--- config.mk ---
export PLATFORM = sky130hd
export DESIGN_NAME = reg_file_param
export DESIGN_NICKNAME = d
export VERILOG_FILES = /design/src/rtl/reg_file_param.sv
export SDC_FILE = /design/constraint.sdc
export NUM_CORES = 2
export LEC_CHECK = 0
export BUFFER_PORTS_ARGS = -buffer_cell sky130_fd_sc_hd__buf_2
export CAP_MARGIN = 10
export CORE_ASPECT_RATIO = 1.5
export CORE_MARGIN = 2
export CORE_UTILIZATION = 55
export CTS_CLUSTER_DIAMETER = 80
export DETAILED_ROUTE_END_ITERATION = 7
export HOLD_SLACK_MARGIN = 0.08
export PLACE_DENSITY = 0.69
export SLEW_MARGIN = 20
export SYNTH_ARGS = -nofsm -noshare
export SYNTH_HDL_FRONTEND = slang
export SYNTH_SLANG_ARGS = --single-unit
--- constraint.sdc ---
create_clock -name CLK -period 3 [get_ports CLK]
set_clock_uncertainty 0.1 [all_clocks]
set_input_delay 0.3 -clock CLK [delete_from_list [all_inputs] [get_ports CLK]]
set_output_delay 0.3 -clock CLK [all_outputs]
set_load 0.005 [all_outputs]
--- src/rtl/reg_file_param.sv ---
// Parametrised register file: 2^ADDR_W x DATA_W storage, one write port and two registered read ports.
// Optional hardwired-zero register 0, optional write-to-read bypass, and a read-valid strobe.
module reg_file_param #(
    parameter int unsigned DATA_W    = 32,
    parameter int unsigned ADDR_W    = 5,
    parameter bit          ZERO_REG0 = 1'b1,
    parameter bit          BYPASS    = 1'b1,
    parameter logic [63:0] RESET_VAL = 64'h0
) (
    input  logic              CLK,
    input  logic              RESET,
    input  logic              READ,
    input  logic              WRITE,
    input  logic [ADDR_W-1:0] ADDR_R1,
    input  logic [ADDR_W-1:0] ADDR_R2,
    input  logic [ADDR_W-1:0] ADDR_WR,
    input  logic [DATA_W-1:0] DATA_IN,
    output logic [DATA_W-1:0] DATA_R1,
    output logic [DATA_W-1:0] DATA_R2,
    output logic              VALID
);

    localparam int unsigned       DEPTH = 1 << ADDR_W;
    localparam logic [DATA_W-1:0] RST_V = DATA_W'(RESET_VAL);

    logic [DEPTH-1:0]  wr_en_c;
    logic [DATA_W-1:0] regs [DEPTH];
    logic [DATA_W-1:0] rd1_c;
    logic [DATA_W-1:0] rd2_c;

    // One-hot write enables; register 0 never enabled when hardwired to zero
    always_comb begin
        wr_en_c = '0;
        if (WRITE) begin
            wr_en_c = DEPTH'(1) << ADDR_WR;
        end
        if (ZERO_REG0) begin
            wr_en_c[0] = 1'b0;
        end
    end

    for (genvar g = 0; g < DEPTH; g++) begin : g_reg
        localparam logic [DATA_W-1:0] INIT = (ZERO_REG0 && g == 0) ? '0 : RST_V;
        logic [DATA_W-1:0] q;

        always_ff @(posedge CLK) begin
            if (!RESET) begin
                q <= INIT;
            end else if (wr_en_c[g]) begin
                q <= DATA_IN;
            end
        end

        assign regs[g] = q;
    end

    // Zero register wins over bypass, bypass wins over the stored (pre-write) value
    function automatic logic [DATA_W-1:0] resolve(
        input logic [ADDR_W-1:0] a,
        input logic [DATA_W-1:0] stored,
        input logic              we,
        input logic [ADDR_W-1:0] wa,
        input logic [DATA_W-1:0] wd
    );
        logic [DATA_W-1:0] v;
        v = stored;
        if (BYPASS && we && (wa == a)) begin
            v = wd;
        end
        if (ZERO_REG0 && (a == '0)) begin
            v = '0;
        end
        return v;
    endfunction

    always_comb begin
        rd1_c = resolve(ADDR_R1, regs[ADDR_R1], WRITE, ADDR_WR, DATA_IN);
        rd2_c = resolve(ADDR_R2, regs[ADDR_R2], WRITE, ADDR_WR, DATA_IN);
    end

    always_ff @(posedge CLK) begin
        if (!RESET) begin
            DATA_R1 <= '0;
            DATA_R2 <= '0;
            VALID   <= 1'b0;
        end else begin
            VALID <= READ;
            if (READ) begin
                DATA_R1 <= rd1_c;
                DATA_R2 <= rd2_c;
            end
        end
    end

endmodule

==> results.py <==
metrics = {
    "critical_path": {
        "rr_worst_depth": 5,
        "path_cells": "dlygate4sd3_1 -> buf_2 -> buf_4 -> nand3b_1 -> buf_4 -> o22ai_1 -> nor2_1 -> nand4_1 -> nand2_1",
        "crit_type": "in2reg",
        "worstReg2RegEnd": "DATA_R2[17]",
        "cp_max_fo": 9,
        "arrival_ns": 3.31,
        "cpMaxStageDelayCell": "nor2_1",
        "cp-endpoint": "DATA_R1[0]",
        "crit_path_end_kind": "register",
        "crit_path_start_kind": "primary input",
        "rr_startpoint": "g_reg[31].q[17]",
        "reg2reg_slack_ns": 0.62,
        "startpoint": "ADDR_R1[4]",
        "critPathMaxStageDelay_ns": 0.75,
        "crit_required_ns": 3.59,
        "cpMostUsedCell": "buf_4",
    },
    "finish": {
        "area_delta_synth_final_pct": 12.3,
        "final_core_util": 0.621,
        "design_area_sq_um": 59300,
        "layout-drive-gt1-share": 0.192,
        "nets": 5952,
    },
    "logic_synthesis": {
        "yosysWarnings": 0,
        "synth_compound_area_frac": 0.142,
        "synth-seq-area-share": 0.401,
        "ys_top_cells_by_count": "nand2_1 (2,122), dfxtp_1 (1,057), a21oi_1 (1,006), clkbuf_1 (471), mux4_2 (450)",
        "synthAdderAreaFrac": 0,
        "synth_seq_cells": 1057,
        "syn_area_per_cell_sq_um": 8.74,
        "synth_xor_area_frac": 0.00166,
        "yosysMostFrequentCell": "nand2_1",
        "synth.area.mux_share": 0.222,
        "synth.area.top_cells": "dfxtp_1 (40%), mux4_2 (19%), nand2_1 (15%), a21oi_1 (9.5%), clkbuf_1 (3.4%)",
        "synth_top_family_by_area": "multiplexers",
        "synth-edff-count": 0,
        "synth-simple-area-share": 0.180,
        "synth_area_sq_um": 52800,
        "yosys.cell_types.count": 54,
        "synthArstFlopShare": 0,
        "synth_fp_nets": 6086,
        "synthFlopType": "dfxtp_1",
        "synthCells": 6035,
        "synth_top_cell_area_share": 0.401,
        "yosysTopAreaCell": "dfxtp_1",
    },
    "timing": {
        "tns_ns": 0,
        "slew_headroom": 0.146,
        "min_period_ns": 2.72,
        "drv_slew": 0,
        "max_freq_ghz": 0.368,
        "holdWs_ns": 0.0975,
        "tightestPinTransition_ns": 1.28,
        "finalHoldViolCount": 0,
        "rsz0062_at_grt": "false",
        "post-route-period-util": 0.906,
        "setup_viol": 0,
    },
    "clock_tree": {
        "cts_htree_levels": 3,
        "clkSlewWorstSetupHoldPaths_ns": 0.07,
        "cts_buffers": 104,
        "root_buffer": "clkbuf_16",
        "cts_hold_buf": 26,
        "clock_latency_ns": 0.75,
        "cts_tree": "done",
        "cts_max_path_buffers": 3,
        "cts_setup_buffers": 0,
        "numClockSinks": 1057,
        "cts_resized": 0,
    },
    "floorplan": {
        "core-area_sq_um": 95500,
        "start_util": 0.553,
        "dieArea_sq_um": 98500,
        "die_w_um": 257,
        "rows": 139,
        "boundaryPins": 116,
        "die_h_um": 383,
    },
    "route": {
        "drc_errors": 0,
        "wl_per_cell_um": 30.0,
        "viasPerCell": 6.80,
        "drt_wl_total_um": 218000,
        "num_vias": 49415,
        "drt_iter0_markers": 7135,
        "ant_nets": 0,
        "dr.pass1.iters": 6,
    },
    "power": {
        "power_frac_comb": 0.092,
        "power_leakage_nw": 19.9,
        "p_seq_frac": 0.453,
        "p_total_mw": 31.6,
        "vdd_ir_drop_max_mv": 0.454,
        "clkPwrFrac": 0.455,
        "swShare": 0.258,
        "powerDensity_nw_per_um2": 534,
        "intPower_mw": 23.5,
        "power_switching_mw": 8.17,
    },
    "status": {
        "status": "completed",
    },
    "global_route": {
        "track_usage": 0.435,
        "grt-ovfl-total": 0,
        "grt_pass1_wl_um": 316000,
        "grt_pass1_vias": 47285,
        "grt_max_degree": 208,
        "antenna_found_initial": 21,
    },
    "placed_design": {
        "place_congestion": 0.991,
        "port_buffers": 115,
        "dpl.hpwl_um": 131000,
        "placed_cell_area_sq_um": 55300,
    },
    "run": {
        "max_cap_viol_count": 0,
    },
    "hold_path": {
        "holdCritPathClass": "in2reg",
    },
}
[kinds of logic (layout without fill, tap and decap cells)]
group / after synthesis / after routing
AND/OR/NAND/NOR: 2394 / 2394
XOR/XNOR: 10 / 10
AO/OA/AOI/OAI: 1320 / 1320
buffers and inverters: 655 / 608
other: 0 / 7
flip-flops: 1057 / 1057
multiplexers: 599 / 599
[per-layer routing]
metal,up-vias,share of wire,global-route usage
met5,-,0.00078,0
met4,28,0.10,0.373
met3,1153,0.14,0.134
met2,3880,0.43,0.644
met1,23573,0.33,0.517
li1,20781,-,-
[through the flow]
stage               setup WS, ns  std cells
global placement           0.182       7038
CTS                        0.683       7257
floorplan                  0.751       6035
finish                     0.282       7264
detailed placement         0.137       7038
global route               0.319       7259
[flip-flops by register name, indices dropped and copies added, names as in the netlist]
| signal | flops |
|---|---|
| VALID | 1 |
| DATA_R2 | 32 |
| g.q | 992 |
| DATA_R1 | 32 |
[placed cells by master (no fill, tap or decap), types with 21 or more instances in the layout]
cell / n
nand2_2: 26
o21ai_0: 28
a221o_1: 35
mux2_2: 63
mux4_2: 450
nand4_1: 28
nor2b_1: 49
nor2_4: 29
buf_2: 109
nand3_1: 26
o22ai_1: 43
clkinv_2: 23
a221oi_1: 47
clkbuf_16: 107
mux2i_1: 86
dlygate4sd3_1: 26
nand2_1: 2096
a22oi_1: 66
a22o_1: 31
a21oi_1: 1006
nand3b_1: 21
nor2_1: 41
dfxtp_1: 1057
buf_12: 61
clkbuf_8: 27
buf_4: 204
[power groups by stage]
stage / combinational, mW / clock [mW] / sequential, mW
floorplan: 1.62 / 0 / 14.6
global placement: 2.71 / 0 / 14.6
detailed placement: 2.72 / 0 / 14.6
CTS: 2.76 / 14.4 / 14.3
global route: 2.94 / 14.9 / 14.3
finish: 2.91 / 14.4 / 14.3
[critical path, delay by kind of cell]
kind | cells | cell delay (ns)
AO/OA/AOI/OAI | 1 | 0.10
buffers and inverters | 4 | 1.39
AND/OR/NAND/NOR | 4 | 1.50
[final cells by class]
type,instances,area (sq um)
Fill cell,7912,36200
Multi-Input combinational cell,4323,29100
Sequential cell,1057,21200
Timing Repair Buffer,405,3630
Clock buffer,148,3100
Tap cell,1269,1590
Clock inverter,45,604
Inverter,10,45.0
Antenna cell,7,17.5
[how the worst min path moves through the flow]
| stage | from | endpoint | slack, ns | cells after the start |
|---|---|---|---|---|
| 6_report | ADDR_R2[2] | DATA_R2[30] | 0.1 | 4 |
| 5_1_grt | DATA_IN[0] | g_reg[1].q[0] | 0.09 | 3 |
| 4_1_cts | ADDR_R2[2] | DATA_R2[30] | 0.08 | 4 |
| 3_5_place_dp | g_reg[22].q[21] | g_reg[22].q[21] | 0.36 | 2 |
| 3_3_place_gp | g_reg[6].q[30] | g_reg[6].q[30] | 0.35 | 2 |
| 2_1_floorplan | g_reg[3].q[0] | g_reg[3].q[0] | 0.34 | 2 |
Power figures use the tool's default switching activity.
